$ cat config.mk
export PLATFORM = sky130hd
export DESIGN_NAME = ahb_arbiter_flat
export DESIGN_NICKNAME = d
export VERILOG_FILES = /design/src/rtl/ahb_manager_pack.sv /design/src/rtl/ahb_arbiter_if.sv /design/src/rtl/ahb_arbiter_rr_pick.sv /design/src/rtl/ahb_arbiter.sv /design/src/flat_wrapper.sv
export SDC_FILE = /design/constraint.sdc
export NUM_CORES = 1
export LEC_CHECK = 0
export CAP_MARGIN = 20
export CORE_UTILIZATION = 50
export DETAILED_ROUTE_END_ITERATION = 10
export DONT_BUFFER_PORTS = 1
export GPL_TIMING_DRIVEN = 0
export PLACE_DENSITY = 0.67
export RECOVER_POWER = 25
export SYNTH_ARGS = -nofsm -noshare
export SYNTH_HDL_FRONTEND = slang
export SYNTH_HIERARCHICAL = 1
export SYNTH_SLANG_ARGS = --single-unit
$ cat constraint.sdc
create_clock -name i_hclk -period 5.7 [get_ports i_hclk]
set_clock_uncertainty 0.05 [all_clocks]
set_input_delay 0.57 -clock i_hclk [delete_from_list [all_inputs] [get_ports i_hclk]]
set_output_delay 0.57 -clock i_hclk [all_outputs]
set_load 0.03 [all_outputs]
$ cat src/rtl/ahb_manager_pack.sv
// rtl/ahb_manager_pack.sv - shared AHB transfer types and helpers for manager/arbiter
package ahb_manager_pack;

  localparam int AHB_MAX_MGR = 16;

  typedef enum logic [1:0] {
    IDLE   = 2'b00,
    BUSY   = 2'b01,
    NONSEQ = 2'b10,
    SEQ    = 2'b11
  } t_htrans;

  typedef enum logic [2:0] {
    SINGLE = 3'b000,
    INCR   = 3'b001,
    WRAP4  = 3'b010,
    INCR4  = 3'b011,
    WRAP8  = 3'b100,
    INCR8  = 3'b101,
    WRAP16 = 3'b110,
    INCR16 = 3'b111
  } t_hburst;

  typedef enum logic [1:0] {
    OKAY  = 2'b00,
    ERROR = 2'b01,
    RETRY = 2'b10,
    SPLIT = 2'b11
  } t_hresp;

  // Beats in a fixed-length burst; SINGLE and undefined-length INCR count as 1.
  function automatic logic [4:0] burst_beats(input t_hburst b);
    case (b)
      INCR4, WRAP4:   burst_beats = 5'd4;
      INCR8, WRAP8:   burst_beats = 5'd8;
      INCR16, WRAP16: burst_beats = 5'd16;
      default:        burst_beats = 5'd1;
    endcase
  endfunction

endpackage

$ cat src/rtl/ahb_arbiter_if.sv
// rtl/ahb_arbiter_if.sv - arbiter bus-side signal bundle
// master modport: the arbiter (samples requests/bus status, drives grant/owner/mask)
// slave modport:  the fabric side (drives requests/bus status, observes grant/owner/mask)
interface ahb_arbiter_if #(
  parameter int N_MGR = 4
) ();
  import ahb_manager_pack::*;

  localparam int IW = $clog2(N_MGR);

  logic [N_MGR-1:0] i_hbusreq;
  t_htrans          i_htrans;
  t_hburst          i_hburst;
  logic             i_hready;
  t_hresp           i_hresp;
  logic [N_MGR-1:0] i_hsplit;
  logic [N_MGR-1:0] o_hgrant;
  logic [IW-1:0]    o_hmaster;
  logic [IW-1:0]    o_hmaster_d;
  logic [N_MGR-1:0] o_split_mask;

  modport master (
    input  i_hbusreq, i_htrans, i_hburst, i_hready, i_hresp, i_hsplit,
    output o_hgrant, o_hmaster, o_hmaster_d, o_split_mask
  );

  modport slave (
    output i_hbusreq, i_htrans, i_hburst, i_hready, i_hresp, i_hsplit,
    input  o_hgrant, o_hmaster, o_hmaster_d, o_split_mask
  );
endinterface

$ cat src/rtl/ahb_arbiter_rr_pick.sv
// rtl/ahb_arbiter_rr_pick.sv - combinational round-robin picker
// i_elig: eligible vector; i_start: first index searched
// o_found: any eligible bit set; o_idx: first eligible index at/after i_start (wrapping)
module ahb_arbiter_rr_pick #(
  parameter int N = 4,
  localparam int IW = $clog2(N)
) (
  input  logic [N-1:0]  i_elig,
  input  logic [IW-1:0] i_start,
  output logic          o_found,
  output logic [IW-1:0] o_idx
);

  logic [IW:0] pos;

  // Walk offsets from farthest to nearest so the nearest eligible index wins.
  always_comb begin
    o_found = 1'b0;
    o_idx   = '0;
    pos     = '0;
    for (int i = N - 1; i >= 0; i--) begin
      pos = {1'b0, i_start} + (IW + 1)'(i);
      if (pos >= (IW + 1)'(N)) pos = pos - (IW + 1)'(N);
      if (i_elig[pos[IW-1:0]]) begin
        o_found = 1'b1;
        o_idx   = pos[IW-1:0];
      end
    end
  end

endmodule

$ cat src/rtl/ahb_arbiter.sv
// rtl/ahb_arbiter.sv - round-robin AHB arbiter with burst lock and SPLIT masking
// i_hclk: bus clock; i_hreset_n: async active-low reset
// bus: requests, muxed HTRANS/HBURST, HREADY, HRESP, split releases in;
//      grant vector, address/data-phase owner, split mask out (all registered)
module ahb_arbiter
  import ahb_manager_pack::*;
#(
  parameter int N_MGR   = 4,
  parameter int DEF_MGR = 0
) (
  input logic            i_hclk,
  input logic            i_hreset_n,
  ahb_arbiter_if.master  bus
);

  localparam int IW = $clog2(N_MGR);
  localparam logic [N_MGR-1:0] GRANT_RST = N_MGR'(1) << DEF_MGR;
  localparam logic [IW-1:0]    DEF_IDX   = IW'(DEF_MGR);

  logic [N_MGR-1:0] hgrant_q, hgrant_d;
  logic [N_MGR-1:0] split_mask_q, split_mask_d;
  logic [IW-1:0]    hmaster_q, hmaster_d;
  logic [IW-1:0]    hmaster_dph_q, hmaster_dph_d;
  logic [IW-1:0]    last_gnt_q, last_gnt_d;
  logic [4:0]       beat_left_q, beat_left_d;

  logic             first_sr;
  logic             arb_ok;
  logic [N_MGR-1:0] split_set;
  logic [N_MGR-1:0] mask_now;
  logic [N_MGR-1:0] elig;
  logic [IW-1:0]    start_idx;
  logic             pick_found;
  logic [IW-1:0]    pick_idx;
  logic [IW-1:0]    grant_idx;

  ahb_arbiter_rr_pick #(.N(N_MGR)) u_pick (
    .i_elig  (elig),
    .i_start (start_idx),
    .o_found (pick_found),
    .o_idx   (pick_idx)
  );

  always_comb begin
    // First cycle of the two-cycle SPLIT/RETRY response.
    first_sr  = ~bus.i_hready & ((bus.i_hresp == SPLIT) | (bus.i_hresp == RETRY));
    split_set = '0;
    if (first_sr && (bus.i_hresp == SPLIT)) split_set[hmaster_dph_q] = 1'b1;
    // Set wins over a same-cycle release of the same bit.
    split_mask_d = (split_mask_q & ~bus.i_hsplit) | split_set;
    // The manager being split is already excluded from this edge's decision.
    mask_now  = split_mask_q | split_set;
    elig      = bus.i_hbusreq & ~mask_now;
    start_idx = (last_gnt_q == IW'(N_MGR - 1)) ? '0 : last_gnt_q + IW'(1);

    beat_left_d = beat_left_q;
    if (bus.i_hresp != OKAY) begin
      beat_left_d = '0;
    end else if (bus.i_hready) begin
      if (bus.i_htrans == NONSEQ)
        beat_left_d = burst_beats(bus.i_hburst) - 5'd1;
      else if (bus.i_htrans == SEQ && beat_left_q != '0)
        beat_left_d = beat_left_q - 5'd1;
    end

    // Judged on the count after this beat, so the grant hands over while the
    // final beat is accepted and the NONSEQ of a fixed burst already locks.
    arb_ok = (beat_left_d == '0) | (bus.i_htrans == IDLE) |
             (bus.i_hburst == INCR) | (bus.i_hburst == SINGLE);

    hgrant_d   = hgrant_q;
    last_gnt_d = last_gnt_q;
    if ((bus.i_hready & arb_ok) | first_sr) begin
      if (pick_found) begin
        hgrant_d           = '0;
        hgrant_d[pick_idx] = 1'b1;
        last_gnt_d         = pick_idx;
      end else if (!mask_now[DEF_MGR]) begin
        hgrant_d   = GRANT_RST;
        last_gnt_d = DEF_IDX;
      end else begin
        hgrant_d = '0;
      end
    end

    grant_idx = DEF_IDX;
    for (int i = 0; i < N_MGR; i++) begin
      if (hgrant_q[i]) grant_idx = IW'(i);
    end
    hmaster_d     = bus.i_hready ? grant_idx : hmaster_q;
    hmaster_dph_d = bus.i_hready ? hmaster_q : hmaster_dph_q;
  end

  always_ff @(posedge i_hclk or negedge i_hreset_n) begin
    if (!i_hreset_n) begin
      hgrant_q      <= GRANT_RST;
      split_mask_q  <= '0;
      hmaster_q     <= DEF_IDX;
      hmaster_dph_q <= DEF_IDX;
      last_gnt_q    <= DEF_IDX;
      beat_left_q   <= '0;
    end else begin
      hgrant_q      <= hgrant_d;
      split_mask_q  <= split_mask_d;
      hmaster_q     <= hmaster_d;
      hmaster_dph_q <= hmaster_dph_d;
      last_gnt_q    <= last_gnt_d;
      beat_left_q   <= beat_left_d;
    end
  end

  assign bus.o_hgrant     = hgrant_q;
  assign bus.o_hmaster    = hmaster_q;
  assign bus.o_hmaster_d  = hmaster_dph_q;
  assign bus.o_split_mask = split_mask_q;

endmodule
$ cat src/flat_wrapper.sv
// flat-port wrapper written by rule: the top's interface ports become plain ports
module ahb_arbiter_flat import ahb_manager_pack::*;
#(
  parameter int N_MGR   = 4,
  parameter int DEF_MGR = 0
)
  (i_hclk, i_hreset_n, bus_i_hbusreq, bus_i_htrans, bus_i_hburst, bus_i_hready, bus_i_hresp, bus_i_hsplit, bus_o_hgrant, bus_o_hmaster, bus_o_hmaster_d, bus_o_split_mask);
  ahb_arbiter_if #(.N_MGR(N_MGR)) bus_i ();
  input logic i_hclk;
  input logic i_hreset_n;
  input wire logic [$bits(bus_i.i_hbusreq)-1:0] bus_i_hbusreq;
  input wire logic [$bits(bus_i.i_htrans)-1:0] bus_i_htrans;
  input wire logic [$bits(bus_i.i_hburst)-1:0] bus_i_hburst;
  input wire logic [$bits(bus_i.i_hready)-1:0] bus_i_hready;
  input wire logic [$bits(bus_i.i_hresp)-1:0] bus_i_hresp;
  input wire logic [$bits(bus_i.i_hsplit)-1:0] bus_i_hsplit;
  output wire logic [$bits(bus_i.o_hgrant)-1:0] bus_o_hgrant;
  output wire logic [$bits(bus_i.o_hmaster)-1:0] bus_o_hmaster;
  output wire logic [$bits(bus_i.o_hmaster_d)-1:0] bus_o_hmaster_d;
  output wire logic [$bits(bus_i.o_split_mask)-1:0] bus_o_split_mask;
  assign bus_i.i_hbusreq = bus_i_hbusreq;
  assign bus_i.i_htrans = bus_i_htrans;
  assign bus_i.i_hburst = bus_i_hburst;
  assign bus_i.i_hready = bus_i_hready;
  assign bus_i.i_hresp = bus_i_hresp;
  assign bus_i.i_hsplit = bus_i_hsplit;
  assign bus_o_hgrant = bus_i.o_hgrant;
  assign bus_o_hmaster = bus_i.o_hmaster;
  assign bus_o_hmaster_d = bus_i.o_hmaster_d;
  assign bus_o_split_mask = bus_i.o_split_mask;
  ahb_arbiter #(.N_MGR(N_MGR), .DEF_MGR(DEF_MGR)) u_core (.i_hclk(i_hclk), .i_hreset_n(i_hreset_n), .bus(bus_i));
endmodule
Word-level counts from Yosys, hierarchy flattened
Cells that the tools add are included.

Word-level logic and storage cells: 109. Input bits: 18. Register bits after elaboration: 19. Output and inout port bits: 12.

$lt $le $gt $ge: 12. Muxes and demuxes: 41. Reductions and logical operators: 13. Equality and inequality tests: 13. Bitwise gates (word level): 14. Add/subtract/negate cells: 10.

Operators by type and width (count): two-way mux 5 bit (7); two-way mux 2 bit (13); less-than comparator 2 x 3 -> 1 bit, second input constant (6); case mux 5 bit (3 select lines) (1); equality test 3 bit, second input constant (4); two-way mux 1 bit (12); equality test 2 bit, second input constant (5); subtractor 5 x 1 -> 5 bit, second input constant (2); >= comparator 3 bit, second input constant (3); bitwise AND 4 bit (2); binary-select mux 1 bit (select 2 bit) (4); two-way mux 4 bit (2); inverter 4 bit (2); bitwise OR 4 bit (2); subtractor 2 x 1 -> 2 bit, second input constant (4); adder 2 x 2 -> 3 bit, second input constant (2); equality test 3 x 2 -> 1 bit, second input constant (2); OR reduction 2 bit (3); logical NOT 5 bit (1); bitwise OR 1 bit (5); nonzero test 5 bit (1); demux 1 bit (select 2 bit) (2); >= comparator 2 x 1 -> 1 bit, second input constant (2); logical AND 1 bit (4); other kinds (11) (12).

Depth between registers and ports, before layout
Gate-level depths: netlist of run 1.

Depth after elaboration: 19. Depth in mapped cells: 13. Mapped depth without buffers: 12.

By module
Netlist of run 1, hierarchy kept.

By module, submodules not included: ahb_arbiter (times used 1, sequential area each 476.7 µm², cells an instance 113, area each 1163.6 µm²); ahb_arbiter_rr_pick (times used 1, sequential area each 0.0 µm², cells an instance 13, area each 77.6 µm²).

Worst setup path before layout of run 1
Ideal clock, no wire load.

Path kind: register to register. Start: register u_core.beat_left_q[0]. End: register u_core.hgrant_q[1], in the netlist u_core/bus.o_hgrant[1]. Path buffers: 1. Slack: 2993 ps. Library setup time: 125 ps. Clock period less this slack: 2707 ps. Required time: 5525 ps. Arrival: 2532 ps. Cell stages (with the launch flop): 10. Cell sequence: dfrtp_1 -> inv_1 -> ha_1 -> or3b_2 -> o2111a_1 -> a311o_2 -> nor4_2 -> or2_1 -> buf_6 -> mux2_4.

Cells in the longest elaborated chain, start to end: 12. Elaborated cells between the ends (all ways): 13. Classes of those cells: 1 x add/sub; 4 x mux; 5 x bitwise; 3 x reduce/logical.

Ends and longest elaborated chain: start: declaration (RTL line ahb_arbiter.sv:25) `logic [4:0] beat_left_q, beat_left_d;`; start signal: assignment (RTL line ahb_arbiter.sv:108) `beat_left_q <= beat_left_d;`; parallel branches: the longest is 2 deep, another holds subtractor 5 x 1 -> 5 bit; two-way mux 5 bit * (RTL line ahb_arbiter.sv:62) `else if (bus.i_htrans == SEQ && beat_left_q != '0)`; two-way mux 5 bit * (RTL line ahb_arbiter.sv:60) `if (bus.i_htrans == NONSEQ)`; two-way mux 5 bit * (RTL line ahb_arbiter.sv:59) `end else if (bus.i_hready) begin`; two-way mux 5 bit * (RTL line ahb_arbiter.sv:57) `if (bus.i_hresp != OKAY) begin`; net u_core.beat_left_d[4] (RTL line ahb_arbiter.sv:25); logical NOT 5 bit * (RTL line ahb_arbiter.sv:68) `arb_ok = (beat_left_d == '0) | (bus.i_htrans == IDLE) |`; bitwise OR 1 bit * (2 in a row) (RTL line ahb_arbiter.sv:68); bitwise OR 1 bit * (RTL line ahb_arbiter.sv:69) `(bus.i_hburst == INCR) | (bus.i_hburst == SINGLE);`; bitwise AND 1 bit * (RTL line ahb_arbiter.sv:73) `if ((bus.i_hready & arb_ok) | first_sr) begin`; bitwise OR 1 bit * (RTL line ahb_arbiter.sv:73); end signal: assignment (RTL line ahb_arbiter.sv:103) `hgrant_q <= hgrant_d;`; end: declaration (RTL line ahb_arbiter.sv:20) `logic [N_MGR-1:0] hgrant_q, hgrant_d;`.

Mark *: on every way through the listed nets, which the timed path passes. A chain may end at the register's enable or synchronous reset.

Worst setup path after layout of run 1
Start: register u_core.beat_left_q[0]. End: register u_core.hgrant_q[3], in the netlist u_core/bus.o_hgrant[3].

The elaborated chain is that of the path after synthesis.

==> flow_metrics.tcl, run 1 <==
set metrics [dict create \
    die_area_um2 2690 \
    fillers 199 \
    setup_viol 0 \
    p_leak_uw 0.000570 \
    die_x_um 51.8 \
    h-tree-depth 1 \
    rr_startpoint "u_core/beat_left_q[0]" \
    synth-edff-count 0 \
    syn-cell-area_um2 1240 \
    status "completed" \
    gp_congestion 0.756 \
    numClockSinks 19 \
    clockBufferDepth 2 \
    min_period_over_period_pct 51.4 \
    swShare_pct 44.5 \
    finalSetupTns_ns 0 \
    cts_tree "yes" \
    worstHoldPathType "input pin to async pin" \
    final_util_pct 57.7 \
    clock_latency_ns 0.30 \
    core-area_um2 2280 \
    regArea_um2 477 \
    fp-row-count 17 \
    crit_arrival_ns 3.08 \
    dr.pass1.iters 4 \
    grt_usage_pct 23.4 \
    drt_drc_violations_left 0 \
    drt_iter0_markers 26 \
    crit_start "u_core/beat_left_q[0]" \
    slew_headroom_pct 46.0 \
    synthArstFlopShare_pct 100 \
    synth_top_area_share_pct 36.3 \
    worst_pin_slew_ns 0.808 \
    yosysWarnings 6 \
    die_h_um 51.8 \
    synthTopCellsByArea "dfrtp_1, nor2_1, mux2_4" \
    ys_seq_area_share_pct 38.4 \
    synth.ff_latch_count 19 \
    hpwl_um 1960 \
    synth_most_common_cell "dfrtp_1" \
    wl_um 2680 \
    antenna_cells 0 \
    finalHoldViolCount 0 \
    clk_pin_slew_ns 0.12 \
    io_buffer_count 0 \
    p_seq_share_pct 52.1 \
    timing.fmax_mhz 342 \
    p_clk_share_pct 13.4 \
    drive_gt1_share_pct 21.4 \
    post_drt_wl_per_cell_um 16.9 \
    combPwrFrac_pct 34.5 \
    critPathLaunchType "flip-flop" \
    fin_nets 152 \
    rsz0062_at_grt "no" \
    reg2reg_depth 9 \
    initial_utilization_pct 54.5 \
    fin_crit_ns 2.93 \
    power_density_nw_per_um2 399 \
    synth_flop_cell "dfrtp_1" \
    grt_pass1_wl_um 4620 \
    grt_max_degree 19 \
    cap_violations 0 \
    cts_resized 0 \
    vias 985 \
    cts_buffers 3 \
    avgSynthCellArea_um2 9.85 \
    peakVddDrop_mv 0.312 \
    synth_area_leader_cell "dfrtp_1" \
    ys_types 47 \
    cts.root.buffer_cell "clkbuf_4" \
    maxSlewViolCount 0 \
    cp_data_required_time_ns 5.85 \
    ant_nets 0 \
    antenna_found_initial 0 \
    area_delta_synth_final_pct 5.85 \
    syn_inst 126 \
    crit_path_max_fanout 6 \
    endpoint_kind "flip-flop" \
    pin_count 30 \
    intPower_uw 291 \
    synth_commonest_cells "dfrtp_1, nor2_1, inv_1, nand2_1, o21ai_0" \
    multi_input_area_um2 658 \
    crit_type "flip-flop to flip-flop" \
    hold_ws_ns 0.0417 \
    post_drt_via_cell_ratio 6.19 \
    p_switching_uw 233 \
    grt_overflow 0 \
    synth_nets 146 \
    grt_pass1_vias 1032 \
]
path summary, 6_finish.rpt:
check	slack (ns)	to
max reg2reg	2.77	u_core/bus.o_hgrant[3]
min	0.04	u_core/bus.o_hgrant[0]
max	2.77	u_core/bus.o_hgrant[3]
min reg2reg	0.47	u_core/last_gnt_q[1]
min in group i_hclk	0.30	u_core/bus.o_split_mask[2]
max in group asynchronous	4.36	u_core/beat_left_q[0]
power by group through the flow:
stage	clock (uW)	sequential (uW)	combinational [uW]
after global placement	0	275	171
after floorplan	0	264	151
after global routing	81.0	281	202
final	70.0	273	181
after detailed placement	0	276	175
after CTS	72.1	273	181
area by class of cell:
cell class / instances / area share, %
buffer: 6 / 5.24
clock buffer: 3 / 1.71
clock inverter: 1 / 0.381
inverter: 10 / 2.86
multi-input combinational: 91 / 50.1
sequential: 19 / 36.3
tap: 28 / 2.67
timing repair buffer: 1 / 0.762
placed cells by master, fill, tap and decap left out, types with 2 or more instances in the layout:
| cell type | netlist | layout |
|---|---|---|
| dfrtp_1 | 18 | 18 |
| nor2_1 | 16 | 16 |
| inv_1 | 10 | 10 |
| nand2_1 | 7 | 7 |
| o21ai_0 | 6 | 6 |
| a21oi_1 | 5 | 5 |
| o22ai_1 | 4 | 4 |
| clkbuf_4 | 0 | 3 |
| nand2b_1 | 3 | 3 |
| buf_6 | 3 | 3 |
| nand4_1 | 3 | 3 |
| nand3b_1 | 3 | 3 |
| and3_1 | 3 | 3 |
| a211oi_1 | 3 | 3 |
| mux2_4 | 3 | 3 |
| clkbuf_8 | 2 | 2 |
| o221a_2 | 2 | 2 |
| a31oi_1 | 2 | 2 |
| mux2_2 | 2 | 2 |
| a32o_1 | 2 | 2 |
| ha_1 | 2 | 2 |
per-stage QoR:
step	setup WS [ns]	std cells	instance area (um2)	power (uW)
global placement	2.81	154	1280	445
global route	2.59	159	1310	564
finish	2.77	159	1310	524
detailed placement	2.79	154	1280	451
floorplan	2.99	126	1240	415
CTS	2.78	159	1310	526
critical path, cell delays in order, from the launching register on:
cell,delay (ns)
dfrtp_1,0.42
inv_1,0.12
ha_1,0.25
or3b_2,0.47
o2111a_1,0.28
a311o_2,0.37
nor4_2,0.29
or2_1,0.16
buf_6,0.12
mux2_4,0.30
kinds of logic after synthesis:
| kind of cell | count (synthesis) | synth area share [%] |
|---|---|---|
| AND/OR/NAND/NOR | 47 | 21.3 |
| AO/OA/AOI/OAI | 36 | 23.5 |
| buffers and inverters | 16 | 8.57 |
| multiplexers | 6 | 6.25 |
| flip-flops | 19 | 38.4 |
| adder cells (fa/ha/maj) | 2 | 2.02 |
flip-flops by register name, indices dropped and copies added, names as in the netlist:
register / count
u_core/beat_left_q: 5
u_core/last_gnt_q: 2
u_core/bus.o_hmaster: 2
u_core/bus.o_hmaster_d: 2
u_core/bus.o_split_mask: 4
u_core/bus.o_hgrant: 4
timing repair:
item                       CTS  global route
setup buffers                0             0
hold buffers                 1             0
setup endpoints to repair    0             0
hold endpoints to repair    18             0
metal layers:
| layer | track usage, % | vias up | routed length [um] |
|---|---|---|---|
| met2 | 36.3 | 42 | 1180 |
| met5 | 0 | - | 0 |
| met4 | 6.31 | 0 | 14 |
| met3 | 5.85 | 2 | 217 |
| li1 | - | 481 | - |
| met1 | 32.1 | 460 | 1270 |
No activity file was read; power rests on OpenSTA's default activity.
==> run 2, diff against run 1 <==
- clock period: 5.7 -> 2.8 ns (I/O delays scaled with it)
==> flow_metrics.tcl, run 2 (synthesis results as in run 1) <==
set metrics [dict create \
    status "completed" \
    die_area_um2 2690 \
    critPathLaunchType "flip-flop" \
    vias 1023 \
    cts.root.buffer_cell "clkbuf_4" \
    cp_data_required_time_ns 2.95 \
    grt.met3_usage_pct 5.85 \
    gp_congestion 0.756 \
    peakVddDrop_mv 0.669 \
    io_buffer_count 0 \
    finalHoldViolCount 0 \
    core-area_um2 2280 \
    hpwl_um 1960 \
    grt_usage_pct 23.3 \
    regArea_um2 477 \
    endpoint_kind "flip-flop" \
    post_drt_via_cell_ratio 6.28 \
    multi_input_area_um2 684 \
    cap_violations 0 \
    fillers 193 \
    grt.met1_usage_pct 31.0 \
    final_common_cell "dfrtp_1" \
    crit_type "flip-flop to flip-flop" \
    largest_register_ffs 5 \
    fin_crit_ns 2.71 \
    worstHoldPathType "input pin to flip-flop" \
    post_drt_wl_per_cell_um 16.6 \
    h-tree-depth 1 \
    die_h_um 51.8 \
    maxSlewViolCount 0 \
    crit_buf_inv 2 \
    initial_utilization_pct 54.5 \
    pin_count 30 \
    slew_headroom_pct 43.3 \
    grt_overflow 0 \
    clk_pin_slew_ns 0.12 \
    grt_pass1_vias 1035 \
    largest_register "u_core/beat_left_q" \
    clockBufferDepth 2 \
    crit_chain "inv_2 -> ha_4 -> or3b_2 -> o2111a_1 -> a311o_2 -> nor4_4 -> or2_1 -> buf_6 -> mux2_4" \
    power_density_nw_per_um2 781 \
    timing.fmax_mhz 370 \
    power_uw 1070 \
    grt_max_degree 20 \
    min_period_over_period_pct 96.7 \
    place_area_um2 1280 \
    crit_arrival_ns 2.86 \
    antenna_cells 0 \
    drive_gt1_share_pct 25.2 \
    die_x_um 51.8 \
    ant_nets 0 \
    use_met2_pct 37.6 \
    fp-row-count 17 \
    rsz0062_at_grt "no" \
    grt_pass1_wl_um 4630 \
    cts_tree "yes" \
    top_usage_layer "met2" \
    crit_family "simple AND/OR/NAND/NOR gates" \
    drt_drc_violations_left 0 \
    drt_iter0_markers 23 \
    fin_nets 156 \
    area_delta_synth_final_pct 10.8 \
    wl_um 2710 \
    layout_common_cells "dfrtp_1, nor2_1, inv_1" \
    crit_path_max_fanout 6 \
    slowest_delay_ns 0.45 \
    slowest_stage "or3b_2" \
    worst_pin_slew_ns 0.847 \
    antenna_found_initial 0 \
    fin_area_um2 1380 \
    clock_latency_ns 0.30 \
    p_leak_uw 0.000593 \
    cts_buffers 3 \
    final_util_pct 60.4 \
    numClockSinks 19 \
    setup_viol 0 \
    dr.pass1.iters 4 \
]
run 2: cell types whose count changed in the layout (fill, tap and decap cells not counted), moves of 2 or more:
cell	change
buf_4	+2
dlygate4sd3_1	+2
inv_1	-2
inv_2	+2
run 2: stage by stage:
step	cells	setup TNS [ns]	hold WS [ns]	setup slack (ns)
floorplan	126	0	-0.0656	0.0928
global placement	154	-0.226	-0.0653	-0.0902
detailed placement	154	-0.293	-0.0652	-0.110
CTS	159	0	0.00299	0.0321
global route	163	0	0.000742	0.00719
finish	163	0	0.0180	0.0937
run 2: cell type report:
class	instances	area share [%]
repair buffers	5	3.28
plain buffers	6	5.00
clock buffers	3	1.64
clock inverters	1	0.364
flip-flops and latches	19	34.7
well taps	28	2.55
multi-input cells	91	49.8
inverters	10	2.73
run 2: power breakdown:
part / internal, uW / total, uW / switching [uW]
sequential: 353 / 556 / 203
clock: 53.2 / 142 / 88.9
combinational: 192 / 376 / 184
total: 598 / 1070 / 476
run 2: metal layers:
| layer | share of wire, % | up-vias |
|---|---|---|
| li1 | - | 489 |
| met3 | 6.5 | 2 |
| met2 | 45 | 35 |
| met5 | 0 | - |
| met4 | 0.52 | 0 |
| met1 | 48 | 497 |
run 2: path summary, 6_finish.rpt:
kind,start,end,slack (ns),cells past startpoint
worst max-delay path,u_core/beat_left_q[0],u_core/bus.o_hgrant[3],0.09,9
worst min-delay path,bus_i_hsplit[1],u_core/bus.o_split_mask[1],0.02,1
worst max register to register,u_core/beat_left_q[0],u_core/bus.o_hgrant[3],0.09,9
worst min register to register,u_core/last_gnt_q[1],u_core/last_gnt_q[1],0.47,1
max in group asynchronous,i_hreset_n,u_core/beat_left_q[0],1.71,1
min in group asynchronous,i_hreset_n,u_core/bus.o_split_mask[2],0.47,1
run 2: worst reg2reg max path, delay by kind of cell (launching register included):
kind            cells  cell delay (ns)
compound gates      2             0.67
mux                 1             0.30
buf+inv             2             0.23
flops               1             0.43
simple gates        3             0.78
fa+ha+maj           1             0.16
run 2: repair_timing:
action / CTS / global route
hold buffers: 1 / 2
buffers inserted: 0 / 2
pin swaps: 1 / 2
cloned: 0 / 0
resized for setup: 5 / 1
hold endpoints to repair: 19 / 2
setup endpoints to repair: 3 / 5
